File: src/rtl/hazard_stall_unit_pkg.sv
// Shared definitions for the hazard/stall unit: FSM state encoding, register-file
// constants and the packed control-output bundle with its named settings.
package hazard_stall_unit_pkg;

  localparam int unsigned RegAw = 4;
  // Register 0 is hard-wired to zero, so it never carries a real dependence.
  localparam logic [RegAw-1:0] ZeroReg = '0;

  typedef enum logic [1:0] {
    StRun,
    StMemWait,
    StDrain,
    StHalted
  } hsu_state_e;

  typedef struct packed {
    logic pc_write;
    logic if_id_write;
    logic if_id_flush;
    logic id_ex_bubble;
    logic id_ex_write;
    logic ex_mem_write;
    logic mem_wb_bubble;
    logic halted;
  } hsu_ctl_t;

  localparam hsu_ctl_t CtlRun = '{pc_write: 1'b1, if_id_write: 1'b1, if_id_flush: 1'b0,
                                  id_ex_bubble: 1'b0, id_ex_write: 1'b1, ex_mem_write: 1'b1,
                                  mem_wb_bubble: 1'b0, halted: 1'b0};
  // D-cache miss: everything up to EX/MEM holds, MEM/WB receives a NOP.
  localparam hsu_ctl_t CtlFreeze = '{pc_write: 1'b0, if_id_write: 1'b0, if_id_flush: 1'b0,
                                     id_ex_bubble: 1'b0, id_ex_write: 1'b0, ex_mem_write: 1'b0,
                                     mem_wb_bubble: 1'b1, halted: 1'b0};
  // Unforwardable dependence: hold PC and IF/ID, inject a NOP into EX.
  localparam hsu_ctl_t CtlStall = '{pc_write: 1'b0, if_id_write: 1'b0, if_id_flush: 1'b0,
                                    id_ex_bubble: 1'b1, id_ex_write: 1'b1, ex_mem_write: 1'b1,
                                    mem_wb_bubble: 1'b0, halted: 1'b0};
  // Front end idle (I-cache miss or HLT drain): NOPs enter ID, downstream proceeds.
  localparam hsu_ctl_t CtlFrontIdle = '{pc_write: 1'b0, if_id_write: 1'b1, if_id_flush: 1'b1,
                                        id_ex_bubble: 1'b0, id_ex_write: 1'b1, ex_mem_write: 1'b1,
                                        mem_wb_bubble: 1'b0, halted: 1'b0};
  localparam hsu_ctl_t CtlBrFlush = '{pc_write: 1'b1, if_id_write: 1'b1, if_id_flush: 1'b1,
                                      id_ex_bubble: 1'b0, id_ex_write: 1'b1, ex_mem_write: 1'b1,
                                      mem_wb_bubble: 1'b0, halted: 1'b0};
  localparam hsu_ctl_t CtlHalted = '{pc_write: 1'b0, if_id_write: 1'b0, if_id_flush: 1'b0,
                                     id_ex_bubble: 1'b0, id_ex_write: 1'b0, ex_mem_write: 1'b0,
                                     mem_wb_bubble: 1'b0, halted: 1'b1};

endpackage

File: src/rtl/hazard_stall_unit_if.sv
// Pipeline <-> hazard/stall unit bundle.
//   master: pipeline side, drives the stage status fields and observes the controls.
//   slave : hazard unit side, observes the stage status and drives the controls.
interface hazard_stall_unit_if #(
  parameter int unsigned REG_AW = 4,
  parameter int unsigned CNT_W  = 16
);
  // Stage status
  logic [REG_AW-1:0] IF_ID_Rs;
  logic [REG_AW-1:0] IF_ID_Rt;
  logic              IF_ID_UsesRs;
  logic              IF_ID_UsesRt;
  logic              IF_ID_IsBranch;
  logic              IF_ID_IsBranchReg;
  logic              IF_ID_IsHalt;
  logic              BranchTaken;
  logic              ID_EX_MemRead;
  logic              ID_EX_RegWrite;
  logic              ID_EX_SetsFlags;
  logic [REG_AW-1:0] ID_EX_Rd;
  logic              EX_MEM_MemRead;
  logic [REG_AW-1:0] EX_MEM_Rd;
  logic              IF_Miss;
  logic              MEM_Miss;
  // Controls and status
  logic              PC_Write;
  logic              IF_ID_Write;
  logic              IF_ID_Flush;
  logic              ID_EX_Bubble;
  logic              ID_EX_Write;
  logic              EX_MEM_Write;
  logic              MEM_WB_Bubble;
  logic              Halted;
  logic [CNT_W-1:0]  StallCount;
  logic [CNT_W-1:0]  FlushCount;

  modport master (
    output IF_ID_Rs, IF_ID_Rt, IF_ID_UsesRs, IF_ID_UsesRt, IF_ID_IsBranch, IF_ID_IsBranchReg,
           IF_ID_IsHalt, BranchTaken, ID_EX_MemRead, ID_EX_RegWrite, ID_EX_SetsFlags,
           ID_EX_Rd, EX_MEM_MemRead, EX_MEM_Rd, IF_Miss, MEM_Miss,
    input  PC_Write, IF_ID_Write, IF_ID_Flush, ID_EX_Bubble, ID_EX_Write, EX_MEM_Write,
           MEM_WB_Bubble, Halted, StallCount, FlushCount
  );

  modport slave (
    input  IF_ID_Rs, IF_ID_Rt, IF_ID_UsesRs, IF_ID_UsesRt, IF_ID_IsBranch, IF_ID_IsBranchReg,
           IF_ID_IsHalt, BranchTaken, ID_EX_MemRead, ID_EX_RegWrite, ID_EX_SetsFlags,
           ID_EX_Rd, EX_MEM_MemRead, EX_MEM_Rd, IF_Miss, MEM_Miss,
    output PC_Write, IF_ID_Write, IF_ID_Flush, ID_EX_Bubble, ID_EX_Write, EX_MEM_Write,
           MEM_WB_Bubble, Halted, StallCount, FlushCount
  );
endinterface

File: src/rtl/hazard_stall_unit_sat_counter.sv
// Saturating up-counter: counts cycles with inc=1, sticks at all-ones.
//   clk   : clock
//   rst_n : synchronous active-low reset, clears the count
//   inc   : increment request for this cycle
//   count : current value
module hazard_stall_unit_sat_counter #(
  parameter int unsigned CNT_W = 16
) (
  input  logic             clk,
  input  logic             rst_n,
  input  logic             inc,
  output logic [CNT_W-1:0] count
);

  logic [CNT_W-1:0] count_q, count_d;

  always_comb begin
    count_d = count_q;
    if (inc && (count_q != '1)) begin
      count_d = count_q + CNT_W'(1);
    end
  end

  always_ff @(posedge clk) begin
    if (!rst_n) begin
      count_q <= '0;
    end else begin
      count_q <= count_d;
    end
  end

  assign count = count_q;

endmodule

File: src/rtl/hazard_stall_unit.sv
// Hazard/stall unit for the 5-stage pipeline. Catches the hazards the forwarding
// path cannot resolve (load-use, branch flag/register dependences, cache misses),
// drives the per-stage stall/flush/bubble controls, sequences the HLT drain and
// keeps saturating stall/flush counters.
//   clk   : clock, rising edge
//   rst_n : synchronous active-low reset
//   bus   : stage status in, stage controls / Halted / counters out
module hazard_stall_unit
  import hazard_stall_unit_pkg::*;
#(
  parameter int unsigned REG_AW       = RegAw,
  parameter int unsigned CNT_W        = 16,
  parameter int unsigned DRAIN_CYCLES = 4
) (
  input  logic                clk,
  input  logic                rst_n,
  hazard_stall_unit_if.slave  bus
);

  localparam logic [REG_AW-1:0] Zero = REG_AW'(ZeroReg);
  localparam int unsigned DrainW = (DRAIN_CYCLES > 1) ? $clog2(DRAIN_CYCLES) : 1;
  localparam logic [DrainW-1:0] DrainLoad = DrainW'(DRAIN_CYCLES - 1);

  hsu_state_e        state_q, state_d;
  logic [DrainW-1:0] drain_cnt_q, drain_cnt_d;

  logic     lu, bf, br, dep_stall, halt_go;
  hsu_ctl_t ctl;
  logic     flush_evt, stall_inc;

  // Hazard terms
  assign lu = bus.ID_EX_MemRead && (bus.ID_EX_Rd != Zero) &&
              ((bus.IF_ID_UsesRs && (bus.IF_ID_Rs == bus.ID_EX_Rd)) ||
               (bus.IF_ID_UsesRt && (bus.IF_ID_Rt == bus.ID_EX_Rd)));
  assign bf = bus.IF_ID_IsBranch && bus.ID_EX_SetsFlags;
  assign br = bus.IF_ID_IsBranchReg && (bus.IF_ID_Rs != Zero) &&
              ((bus.ID_EX_RegWrite && (bus.ID_EX_Rd == bus.IF_ID_Rs)) ||
               (bus.EX_MEM_MemRead && (bus.EX_MEM_Rd == bus.IF_ID_Rs)));
  assign dep_stall = lu || bf || br;

  // HLT only leaves ID in a cycle where nothing is holding it back.
  assign halt_go = bus.IF_ID_IsHalt && !bus.MEM_Miss && !dep_stall && !bus.IF_Miss;

  // State register
  always_ff @(posedge clk) begin
    if (!rst_n) begin
      state_q     <= StRun;
      drain_cnt_q <= '0;
    end else begin
      state_q     <= state_d;
      drain_cnt_q <= drain_cnt_d;
    end
  end

  // Next state
  always_comb begin
    state_d     = state_q;
    drain_cnt_d = drain_cnt_q;
    case (state_q)
      // MEM_WAIT with the miss gone behaves exactly like RUN, so leaving it costs no cycle.
      StRun, StMemWait: begin
        if (bus.MEM_Miss) begin
          state_d = StMemWait;
        end else if (halt_go) begin
          state_d     = StDrain;
          drain_cnt_d = DrainLoad;
        end else begin
          state_d = StRun;
        end
      end
      StDrain: begin
        if (!bus.MEM_Miss) begin
          if (drain_cnt_q == '0) begin
            state_d = StHalted;
          end else begin
            drain_cnt_d = drain_cnt_q - DrainW'(1);
          end
        end
      end
      StHalted: state_d = StHalted;
      default:  state_d = StRun;
    endcase
  end

  // Outputs
  always_comb begin
    ctl       = CtlRun;
    flush_evt = 1'b0;
    case (state_q)
      StRun, StMemWait: begin
        if (bus.MEM_Miss) begin
          ctl = CtlFreeze;
        end else if (dep_stall) begin
          ctl = CtlStall;
        end else if (bus.IF_Miss) begin
          ctl = CtlFrontIdle;
        end else if (bus.BranchTaken) begin
          ctl       = CtlBrFlush;
          flush_evt = 1'b1;
        end
      end
      StDrain:  ctl = bus.MEM_Miss ? CtlFreeze : CtlFrontIdle;
      StHalted: ctl = CtlHalted;
      default:  ctl = CtlRun;
    endcase
  end

  assign bus.PC_Write      = ctl.pc_write;
  assign bus.IF_ID_Write   = ctl.if_id_write;
  assign bus.IF_ID_Flush   = ctl.if_id_flush;
  assign bus.ID_EX_Bubble  = ctl.id_ex_bubble;
  assign bus.ID_EX_Write   = ctl.id_ex_write;
  assign bus.EX_MEM_Write  = ctl.ex_mem_write;
  assign bus.MEM_WB_Bubble = ctl.mem_wb_bubble;
  assign bus.Halted        = ctl.halted;

  // A halted core is not "stalling", so it stops accumulating stall cycles.
  assign stall_inc = !ctl.pc_write && (state_q != StHalted);

  hazard_stall_unit_sat_counter #(
    .CNT_W (CNT_W)
  ) u_stall_cnt (
    .clk   (clk),
    .rst_n (rst_n),
    .inc   (stall_inc),
    .count (bus.StallCount)
  );

  hazard_stall_unit_sat_counter #(
    .CNT_W (CNT_W)
  ) u_flush_cnt (
    .clk   (clk),
    .rst_n (rst_n),
    .inc   (flush_evt),
    .count (bus.FlushCount)
  );

endmodule

File: src/flat_wrapper.sv
// flat-port wrapper written by rule: the top's interface ports become plain ports
module hazard_stall_unit_flat import hazard_stall_unit_pkg::*;
#(
  parameter int unsigned REG_AW       = RegAw,
  parameter int unsigned CNT_W        = 16,
  parameter int unsigned DRAIN_CYCLES = 4
)
  (clk, rst_n, bus_IF_ID_Rs, bus_IF_ID_Rt, bus_IF_ID_UsesRs, bus_IF_ID_UsesRt, bus_IF_ID_IsBranch, bus_IF_ID_IsBranchReg, bus_IF_ID_IsHalt, bus_BranchTaken, bus_ID_EX_MemRead, bus_ID_EX_RegWrite, bus_ID_EX_SetsFlags, bus_ID_EX_Rd, bus_EX_MEM_MemRead, bus_EX_MEM_Rd, bus_IF_Miss, bus_MEM_Miss, bus_PC_Write, bus_IF_ID_Write, bus_IF_ID_Flush, bus_ID_EX_Bubble, bus_ID_EX_Write, bus_EX_MEM_Write, bus_MEM_WB_Bubble, bus_Halted, bus_StallCount, bus_FlushCount);
  hazard_stall_unit_if #(.REG_AW(REG_AW), .CNT_W(CNT_W)) bus_i ();
  input  logic clk;
  input  logic rst_n;
  input wire logic [$bits(bus_i.IF_ID_Rs)-1:0] bus_IF_ID_Rs;
  input wire logic [$bits(bus_i.IF_ID_Rt)-1:0] bus_IF_ID_Rt;
  input wire logic [$bits(bus_i.IF_ID_UsesRs)-1:0] bus_IF_ID_UsesRs;
  input wire logic [$bits(bus_i.IF_ID_UsesRt)-1:0] bus_IF_ID_UsesRt;
  input wire logic [$bits(bus_i.IF_ID_IsBranch)-1:0] bus_IF_ID_IsBranch;
  input wire logic [$bits(bus_i.IF_ID_IsBranchReg)-1:0] bus_IF_ID_IsBranchReg;
  input wire logic [$bits(bus_i.IF_ID_IsHalt)-1:0] bus_IF_ID_IsHalt;
  input wire logic [$bits(bus_i.BranchTaken)-1:0] bus_BranchTaken;
  input wire logic [$bits(bus_i.ID_EX_MemRead)-1:0] bus_ID_EX_MemRead;
  input wire logic [$bits(bus_i.ID_EX_RegWrite)-1:0] bus_ID_EX_RegWrite;
  input wire logic [$bits(bus_i.ID_EX_SetsFlags)-1:0] bus_ID_EX_SetsFlags;
  input wire logic [$bits(bus_i.ID_EX_Rd)-1:0] bus_ID_EX_Rd;
  input wire logic [$bits(bus_i.EX_MEM_MemRead)-1:0] bus_EX_MEM_MemRead;
  input wire logic [$bits(bus_i.EX_MEM_Rd)-1:0] bus_EX_MEM_Rd;
  input wire logic [$bits(bus_i.IF_Miss)-1:0] bus_IF_Miss;
  input wire logic [$bits(bus_i.MEM_Miss)-1:0] bus_MEM_Miss;
  output wire logic [$bits(bus_i.PC_Write)-1:0] bus_PC_Write;
  output wire logic [$bits(bus_i.IF_ID_Write)-1:0] bus_IF_ID_Write;
  output wire logic [$bits(bus_i.IF_ID_Flush)-1:0] bus_IF_ID_Flush;
  output wire logic [$bits(bus_i.ID_EX_Bubble)-1:0] bus_ID_EX_Bubble;
  output wire logic [$bits(bus_i.ID_EX_Write)-1:0] bus_ID_EX_Write;
  output wire logic [$bits(bus_i.EX_MEM_Write)-1:0] bus_EX_MEM_Write;
  output wire logic [$bits(bus_i.MEM_WB_Bubble)-1:0] bus_MEM_WB_Bubble;
  output wire logic [$bits(bus_i.Halted)-1:0] bus_Halted;
  output wire logic [$bits(bus_i.StallCount)-1:0] bus_StallCount;
  output wire logic [$bits(bus_i.FlushCount)-1:0] bus_FlushCount;
  assign bus_i.IF_ID_Rs = bus_IF_ID_Rs;
  assign bus_i.IF_ID_Rt = bus_IF_ID_Rt;
  assign bus_i.IF_ID_UsesRs = bus_IF_ID_UsesRs;
  assign bus_i.IF_ID_UsesRt = bus_IF_ID_UsesRt;
  assign bus_i.IF_ID_IsBranch = bus_IF_ID_IsBranch;
  assign bus_i.IF_ID_IsBranchReg = bus_IF_ID_IsBranchReg;
  assign bus_i.IF_ID_IsHalt = bus_IF_ID_IsHalt;
  assign bus_i.BranchTaken = bus_BranchTaken;
  assign bus_i.ID_EX_MemRead = bus_ID_EX_MemRead;
  assign bus_i.ID_EX_RegWrite = bus_ID_EX_RegWrite;
  assign bus_i.ID_EX_SetsFlags = bus_ID_EX_SetsFlags;
  assign bus_i.ID_EX_Rd = bus_ID_EX_Rd;
  assign bus_i.EX_MEM_MemRead = bus_EX_MEM_MemRead;
  assign bus_i.EX_MEM_Rd = bus_EX_MEM_Rd;
  assign bus_i.IF_Miss = bus_IF_Miss;
  assign bus_i.MEM_Miss = bus_MEM_Miss;
  assign bus_PC_Write = bus_i.PC_Write;
  assign bus_IF_ID_Write = bus_i.IF_ID_Write;
  assign bus_IF_ID_Flush = bus_i.IF_ID_Flush;
  assign bus_ID_EX_Bubble = bus_i.ID_EX_Bubble;
  assign bus_ID_EX_Write = bus_i.ID_EX_Write;
  assign bus_EX_MEM_Write = bus_i.EX_MEM_Write;
  assign bus_MEM_WB_Bubble = bus_i.MEM_WB_Bubble;
  assign bus_Halted = bus_i.Halted;
  assign bus_StallCount = bus_i.StallCount;
  assign bus_FlushCount = bus_i.FlushCount;
  hazard_stall_unit #(.REG_AW(REG_AW), .CNT_W(CNT_W), .DRAIN_CYCLES(DRAIN_CYCLES)) u_core (.clk(clk), .rst_n(rst_n), .bus(bus_i));
endmodule
File: config.mk
export PLATFORM = sky130hd
export DESIGN_NAME = hazard_stall_unit_flat
export DESIGN_NICKNAME = d
export VERILOG_FILES = /design/src/rtl/hazard_stall_unit_pkg.sv /design/src/rtl/hazard_stall_unit_if.sv /design/src/rtl/hazard_stall_unit_sat_counter.sv /design/src/rtl/hazard_stall_unit.sv /design/src/flat_wrapper.sv
export SDC_FILE = /design/constraint.sdc
export NUM_CORES = 1
export LEC_CHECK = 0
export ABC_AREA = 1
export ABC_CLOCK_PERIOD_IN_PS = 3200
export BUFFER_PORTS_ARGS = -buffer_cell sky130_fd_sc_hd__buf_4
export CAP_MARGIN = 20
export CORE_AREA = 4 4 85 87
export CTS_CLUSTER_SIZE = 16
export DETAILED_ROUTE_END_ITERATION = 8
export DIE_AREA = 0 0 89 91
export MAX_ROUTING_LAYER = met4
export REMOVE_ABC_BUFFERS = 1
export SETUP_SLACK_MARGIN = 0.05
export SLEW_MARGIN = 30
export SYNTH_ARGS = -nofsm -noshare
export SYNTH_HDL_FRONTEND = slang
export SYNTH_SLANG_ARGS = --single-unit
File: constraint.sdc
create_clock -name clk -period 3.2 [get_ports clk]
set_clock_uncertainty 0.05 [all_clocks]
set_input_delay 0.96 -clock clk [delete_from_list [all_inputs] [get_ports clk]]
set_output_delay 0.96 -clock clk [all_outputs]
set_load 0.005 [all_outputs]
; Yosys cells after proc, flatten, opt, wreduce, memory -nomap -nowiden
; Cells that the tools add are included.
[word_totals]
register_bits = 36
in_bits = 30
out_inout_bits = 40
elab_cells = 74
[op_classes]
addsub = 3
eq_ne = 15
n_mux = 21
reduce_logical = 31
[op_table]
columns = operator, count
row1 = adder 16 x 1 -> 16 bit (second input constant), 2
row2 = != test 16 bit (second input constant), 2
row3 = two-way mux 8 bit, 3
row4 = one-hot mux 8 bit (3 select lines), 1
row5 = equality test 4 bit, 4
row6 = two-way mux 2 bit, 8
row7 = logical AND 1 bit, 15
row8 = != test 2 bit (second input constant), 4
row9 = nonzero test 4 bit, 2
row10 = two-way mux 7 bit, 1
row11 = two-way mux 6 bit, 1
row12 = one-hot mux 2 bit (3 select lines), 1
row13 = two-way mux 1 bit, 5
row14 = AND reduction 5 bit, 1
row15 = equality test 2 bit (second input constant), 2
row16 = zero test 1 bit, 4
row17 = zero test 2 bit, 2
row18 = logical OR 1 bit, 4
row19 = != test 2 x 1 -> 1 bit (second input constant), 2
row20 = one-hot mux 2 bit (2 select lines), 1
row21 = equality test 2 x 1 -> 1 bit (second input constant), 1
row22 = AND reduction 2 bit, 1
row23 = nonzero test 2 bit, 1
row24 = OR reduction 2 bit, 1
row25 = subtractor 2 x 1 -> 2 bit (second input constant), 1

; Depth between registers and ports, before layout
[logic_depth]
ltp_word = 12
depth_mapped = 13
mapped_depth_nobuf = 12

; Modules after synthesis
; A second synthesis with hierarchy kept.
[hier_totals]
hier_cells = 401
area_unflattened_um2 = 2546.2
[modules_own_cells]
columns = module, instances, cells_each, area_each_um2
row1 = hazard_stall_unit_sat_counter, 2, 149, 996.0
row2 = hazard_stall_unit, 1, 103, 554.3

; Worst setup path before layout
; OpenSTA, ideal clock, no wires.
[synth_path]
kind = input-to-output
start = input port bus_ID_EX_Rd[3]
end = output port bus_PC_Write
arrival_time_ns = 1.904
required_time_ns = 2.190
path_slack_ns = 0.286
path_stages = 7
path_cell_list = inv_1 nand3_1 o21a_1 a21oi_4 nand4_4 inv_6 buf_6
[synth_between]
elab_chain_len = 9
[synth_rtl]
columns = element, line_no
row1 = from (decl), flat_wrapper.sv:23  ; input wire logic [$bits(bus_i.ID_EX_Rd)-1:0] bus_ID_EX_Rd;
row2 = "equality test 4 bit, on equally long branches", "hazard_stall_unit.sv:33, hazard_stall_unit.sv:37, hazard_stall_unit.sv:34"
row3 = "logical AND 1 bit, on equally long branches", "hazard_stall_unit.sv:33, hazard_stall_unit.sv:34"
row4 = logical OR 1 bit, hazard_stall_unit.sv:33  ; ((bus.IF_ID_UsesRs && (bus.IF_ID_Rs == bus.ID_EX_Rd)) ||
row5 = logical AND 1 bit, hazard_stall_unit.sv:32  ; assign lu = bus.ID_EX_MemRead && (bus.ID_EX_Rd != Zero) &&
row6 = logical OR 1 bit, hazard_stall_unit.sv:39  ; assign dep_stall = lu || bf || br;
row7 = logical OR 1 bit *, hazard_stall_unit.sv:39
row8 = two-way mux 8 bit *, hazard_stall_unit.sv:93  ; end else if (dep_stall) begin
row9 = two-way mux 8 bit *, hazard_stall_unit.sv:91  ; if (bus.MEM_Miss) begin
row10 = one-hot mux 8 bit (3 select lines) *, hazard_stall_unit.sv:89  ; case (state_q)
row11 = to (decl), flat_wrapper.sv:28  ; output wire logic [$bits(bus_i.PC_Write)-1:0] bus_PC_Write;
; Mark *: on every way between the ends. The rest lies on a longest branch, timed or not.

; Worst setup path after layout
[layout_path]
start = input port bus_ID_EX_Rd[0]
end = output port bus_IF_ID_Flush
[layout_between]
elab_chain_len = 9
[layout_rtl]
columns = element, line_no
row1 = "equality test 4 bit, on equally long branches", "hazard_stall_unit.sv:33, hazard_stall_unit.sv:37, hazard_stall_unit.sv:34"
row2 = "logical AND 1 bit, on equally long branches", "hazard_stall_unit.sv:33, hazard_stall_unit.sv:34"
row3 = logical OR 1 bit, hazard_stall_unit.sv:33
row4 = logical AND 1 bit, hazard_stall_unit.sv:32
row5 = logical OR 1 bit, hazard_stall_unit.sv:39
row6 = logical OR 1 bit *, hazard_stall_unit.sv:39
row7 = two-way mux 8 bit *, hazard_stall_unit.sv:93
row8 = two-way mux 8 bit *, hazard_stall_unit.sv:91
row9 = one-hot mux 8 bit (3 select lines) *, hazard_stall_unit.sv:89
row10 = to (decl), flat_wrapper.sv:30  ; output wire logic [$bits(bus_i.IF_ID_Flush)-1:0] bus_IF_ID_Flush;
; Marks and branches as above.

==> flow_results.xml <==
<?xml version="1.0" encoding="UTF-8"?>
<metrics>
  <group name="final_layout">
    <metric name="final_net_count" unit="">479</metric>
    <metric name="antenna_cells_inserted" unit="">0</metric>
    <metric name="final_core_utilization" unit="%">52.0</metric>
    <metric name="area_growth" unit="%">29.1</metric>
    <metric name="multi_input_area" unit="um2">1610</metric>
    <metric name="n_fill_cell" unit="">635</metric>
    <metric name="ff_latch_area" unit="um2">721</metric>
    <metric name="final_instance_area" unit="um2">3300</metric>
    <metric name="drive_above_1_share" unit="%">30.0</metric>
  </group>
  <group name="synth">
    <metric name="post_synth_inst_count" unit="">374</metric>
    <metric name="syn_area_per_cell" unit="um2">6.84</metric>
    <metric name="async_flop_share" unit="%">0</metric>
    <metric name="synth.yosys.seq_area_share" unit="%">28.2</metric>
    <metric name="synth.ff_latch_count" unit="">36</metric>
    <metric name="synthSimpleGateAreaFrac" unit="%">39.0</metric>
    <metric name="synth-compound-area-share" unit="%">11.2</metric>
    <metric name="synth_xor_xnor_area_share" unit="%">9.93</metric>
    <metric name="synth.mux.area_fraction" unit="%">0</metric>
    <metric name="synth-warning-count" unit="">0</metric>
    <metric name="mappedNetlistArea" unit="um2">2560</metric>
    <metric name="synth-edff-count" unit="">0</metric>
    <metric name="count_of_unique_library_cells_instantiated_by_yosys" unit="">39</metric>
    <metric name="post_synth_fa_ha_maj_area_fraction" unit="%">1.47</metric>
    <metric name="synth_top_family_by_area" unit="">simple AND/OR/NAND/NOR gates</metric>
    <metric name="ys_dominant_reg_cell" unit="">sky130_fd_sc_hd__dfxtp_1</metric>
  </group>
  <group name="place">
    <metric name="gpl.final_weighted_congestion" unit="">0.859</metric>
    <metric name="post-place-ws" unit="ns">0.0548</metric>
    <metric name="sum_of_net_half_perimeters_after_detailed_placement" unit="um">4830</metric>
    <metric name="detailed_place.area" unit="um2">3130</metric>
    <metric name="buffer_ports.inserted" unit="">69</metric>
  </group>
  <group name="clock_tree">
    <metric name="worst_setup_hold_path_clk_slew" unit="ns">0.07</metric>
    <metric name="clock_tree.buffer_depth" unit="">2</metric>
    <metric name="cts_buffers" unit="">5</metric>
    <metric name="clockRootBuffer" unit="">sky130_fd_sc_hd__clkbuf_8</metric>
    <metric name="worst_skew_pair.late_latency" unit="ns">0.29</metric>
    <metric name="tritoncts" unit="">built</metric>
    <metric name="cts_sinks" unit="">36</metric>
    <metric name="h_tree_levels" unit="">2</metric>
  </group>
  <group name="detailed_routing">
    <metric name="vias" unit="">2594</metric>
    <metric name="drt_iter0_drc" unit="">100</metric>
    <metric name="post_drt_wl_per_cell" unit="um">12.3</metric>
    <metric name="wl" unit="um">6430</metric>
    <metric name="dr.pass1.iters" unit="">4</metric>
    <metric name="drc_errors" unit="">0</metric>
    <metric name="route.detailed.vias_per_inst" unit="">4.95</metric>
    <metric name="postRouteAntennaNets" unit="">0</metric>
  </group>
  <group name="pwr">
    <metric name="vdd_drop_max" unit="mV">0.233</metric>
    <metric name="static-leakage-power" unit="uW">0.00137</metric>
    <metric name="power-per-cell-area" unit="nW/um2">317</metric>
  </group>
  <group name="floorplan">
    <metric name="floorplan.die_area" unit="um2">8100</metric>
    <metric name="io_pins" unit="">70</metric>
    <metric name="rows" unit="">29</metric>
    <metric name="initial_cell_density_of_the_core" unit="%">40.3</metric>
    <metric name="fp.coreArea" unit="um2">6350</metric>
    <metric name="die_extent_in_x" unit="um">89</metric>
    <metric name="chipHeight" unit="um">91</metric>
  </group>
  <group name="sta">
    <metric name="tns" unit="ns">0</metric>
    <metric name="timing_worst_slew_pin_value" unit="ns">0.571</metric>
    <metric name="final.period_utilization" unit="%">94.9</metric>
    <metric name="relSlewSlack" unit="%">61.9</metric>
    <metric name="finalHoldWorstSlack" unit="ns">0.413</metric>
    <metric name="final-setup-viol-count" unit="">0</metric>
    <metric name="final_count_of_hold_timing_violations" unit="">0</metric>
    <metric name="maxClockFrequency" unit="GHz">0.329</metric>
    <metric name="rsz0062_at_grt" unit="">no</metric>
    <metric name="min_clock_period_post_route" unit="ns">3.04</metric>
    <metric name="report.final.slew_viol_count" unit="">0</metric>
    <metric name="post-route-worst-setup-slack" unit="ns">0.162</metric>
  </group>
  <group name="critical_path">
    <metric name="worst_setup_path_start_kind" unit="">input port</metric>
    <metric name="timing.critical_path.to_type" unit="">output port</metric>
    <metric name="worstPathArrival" unit="ns">2.03</metric>
    <metric name="cp_max_fo" unit="">4</metric>
    <metric name="setup.reg_to_reg.worst_slack" unit="ns">1.05</metric>
    <metric name="cp_data_required_time" unit="ns">2.19</metric>
    <metric name="path_class" unit="">input port to output port</metric>
  </group>
  <group name="global_routing">
    <metric name="initial_antenna_violation_count" unit="">0</metric>
    <metric name="grt.total_usage" unit="%">16.2</metric>
    <metric name="grt_first_pass_wirelength" unit="um">10700</metric>
    <metric name="grt_pass1_vias" unit="">2409</metric>
    <metric name="grt_start_max_net_pins" unit="">23</metric>
    <metric name="gr-total-overflow" unit="">0</metric>
  </group>
  <group name="outcome">
    <metric name="status" unit="">finished, final reports clean</metric>
  </group>
  <group name="worst_hold_path">
    <metric name="hold_path.class" unit="">flop to flop</metric>
  </group>
  <group name="run">
    <metric name="drv_cap" unit="">0</metric>
  </group>
</metrics>
==> cells by family after synthesis <==
group	count (synthesis)
simple gates	204
buf+inv	58
compound gates	44
flops	36
xor+xnor	29
fa+ha+maj	3
==> where the power goes <==
group | switching, uW | internal [uW] | leakage (uW)
clock | 178 | 231 | 0.0000541
sequential | 9.33 | 456 | 0.000291
combinational | 94.6 | 77.6 | 0.00103
==> final timing paths <==
path	cells after the start	start	to
worst max register to register	9	u_core.u_stall_cnt.count[0]	u_core.u_stall_cnt.count[10]
worst max-delay path	11	bus_ID_EX_Rd[0]	bus_IF_ID_Flush
worst min-delay path	2	u_core.drain_cnt_q[1]	u_core.drain_cnt_q[1]
worst min register to register	2	u_core.drain_cnt_q[1]	u_core.drain_cnt_q[1]
==> flip-flops by register name, summed over array words and instances (netlist names) <==
| signal | count |
|---|---|
| u_core.state_q | 2 |
| u_core.u_flush_cnt.count | 16 |
| u_core.drain_cnt_q | 2 |
| u_core.u_stall_cnt.count | 16 |
==> what timing repair did <==
action,4_1_cts,5_1_grt
hold buffers,0,0
hold endpoints to repair,0,0
pin swaps,0,8
setup buffers,0,2
endpoints found under the setup margin,1,3
resized for setup,1,21
==> per-stage QoR <==
step / total power [uW] / instances
global route: 1100 / 524
global placement: 636 / 514
floorplan: 559 / 363
finish: 1050 / 524
CTS: 1050 / 522
detailed placement: 637 / 514
==> layer usage <==
metal  up-vias  track usage (%)  part of all wire, %  wire length [um]
met2        64             25.6                   47              3020
met5         -                -                    0                 0
met4         0             3.35                 0.75                48
met3         5             3.26                  5.8               370
li1       1367                -                    -                 -
met1      1158             21.4                   46              2990
==> critical path: stages <==
cell                      delay (ns)
sky130_fd_sc_hd__buf_4          0.13
sky130_fd_sc_hd__inv_4          0.05
sky130_fd_sc_hd__nand2_1        0.04
sky130_fd_sc_hd__nand2_1        0.06
sky130_fd_sc_hd__nor2_1         0.04
sky130_fd_sc_hd__nand3_1        0.09
sky130_fd_sc_hd__nand2_2        0.08
sky130_fd_sc_hd__nand2_2        0.08
sky130_fd_sc_hd__nand3_4        0.08
sky130_fd_sc_hd__o32ai_2        0.26
sky130_fd_sc_hd__buf_4          0.15
==> cell usage after synthesis, types with 2 or more instances <==
library cell | n | area, um2
sky130_fd_sc_hd__a21oi_1 | 24 | 120
sky130_fd_sc_hd__a21oi_2 | 10 | 87.6
sky130_fd_sc_hd__buf_4 | 2 | 15.0
sky130_fd_sc_hd__buf_6 | 2 | 22.5
sky130_fd_sc_hd__clkbuf_1 | 5 | 18.8
sky130_fd_sc_hd__dfxtp_1 | 36 | 721
sky130_fd_sc_hd__ha_1 | 3 | 37.5
sky130_fd_sc_hd__inv_1 | 43 | 161
sky130_fd_sc_hd__inv_2 | 2 | 7.51
sky130_fd_sc_hd__nand2_1 | 83 | 312
sky130_fd_sc_hd__nand2_2 | 12 | 75.1
sky130_fd_sc_hd__nand3_1 | 36 | 180
sky130_fd_sc_hd__nand4_1 | 19 | 119
sky130_fd_sc_hd__nor2_1 | 32 | 120
sky130_fd_sc_hd__nor2_2 | 2 | 12.5
sky130_fd_sc_hd__nor3_1 | 9 | 45.0
sky130_fd_sc_hd__nor4_1 | 3 | 18.8
sky130_fd_sc_hd__o21a_1 | 2 | 15.0
sky130_fd_sc_hd__o21ai_0 | 2 | 10.0
sky130_fd_sc_hd__xnor2_1 | 5 | 43.8
sky130_fd_sc_hd__xor2_1 | 24 | 210
==> area by class of cell <==
cell class                      count  area share, %
Timing Repair Buffer               76           17.4
Clock inverter                      3           1.29
Clock buffer                        5           2.08
Sequential cell                    36           21.8
Tap cell                           77           2.92
Multi-Input combinational cell    280           48.7
Inverter                           47           5.80
==> layout by cell type (no fill, tap or decap), types with 9 or more instances in the layout <==
| cell type | n |
|---|---|
| sky130_fd_sc_hd__nor2_1 | 31 |
| sky130_fd_sc_hd__nand4_1 | 19 |
| sky130_fd_sc_hd__nand2_2 | 15 |
| sky130_fd_sc_hd__nand2_1 | 80 |
| sky130_fd_sc_hd__nor3_1 | 9 |
| sky130_fd_sc_hd__inv_1 | 36 |
| sky130_fd_sc_hd__a21oi_1 | 24 |
| sky130_fd_sc_hd__nand3_1 | 35 |
| sky130_fd_sc_hd__buf_4 | 75 |
| sky130_fd_sc_hd__xor2_1 | 24 |
| sky130_fd_sc_hd__dfxtp_1 | 36 |
| sky130_fd_sc_hd__a21oi_2 | 10 |
Power figures use the tool's default switching activity.
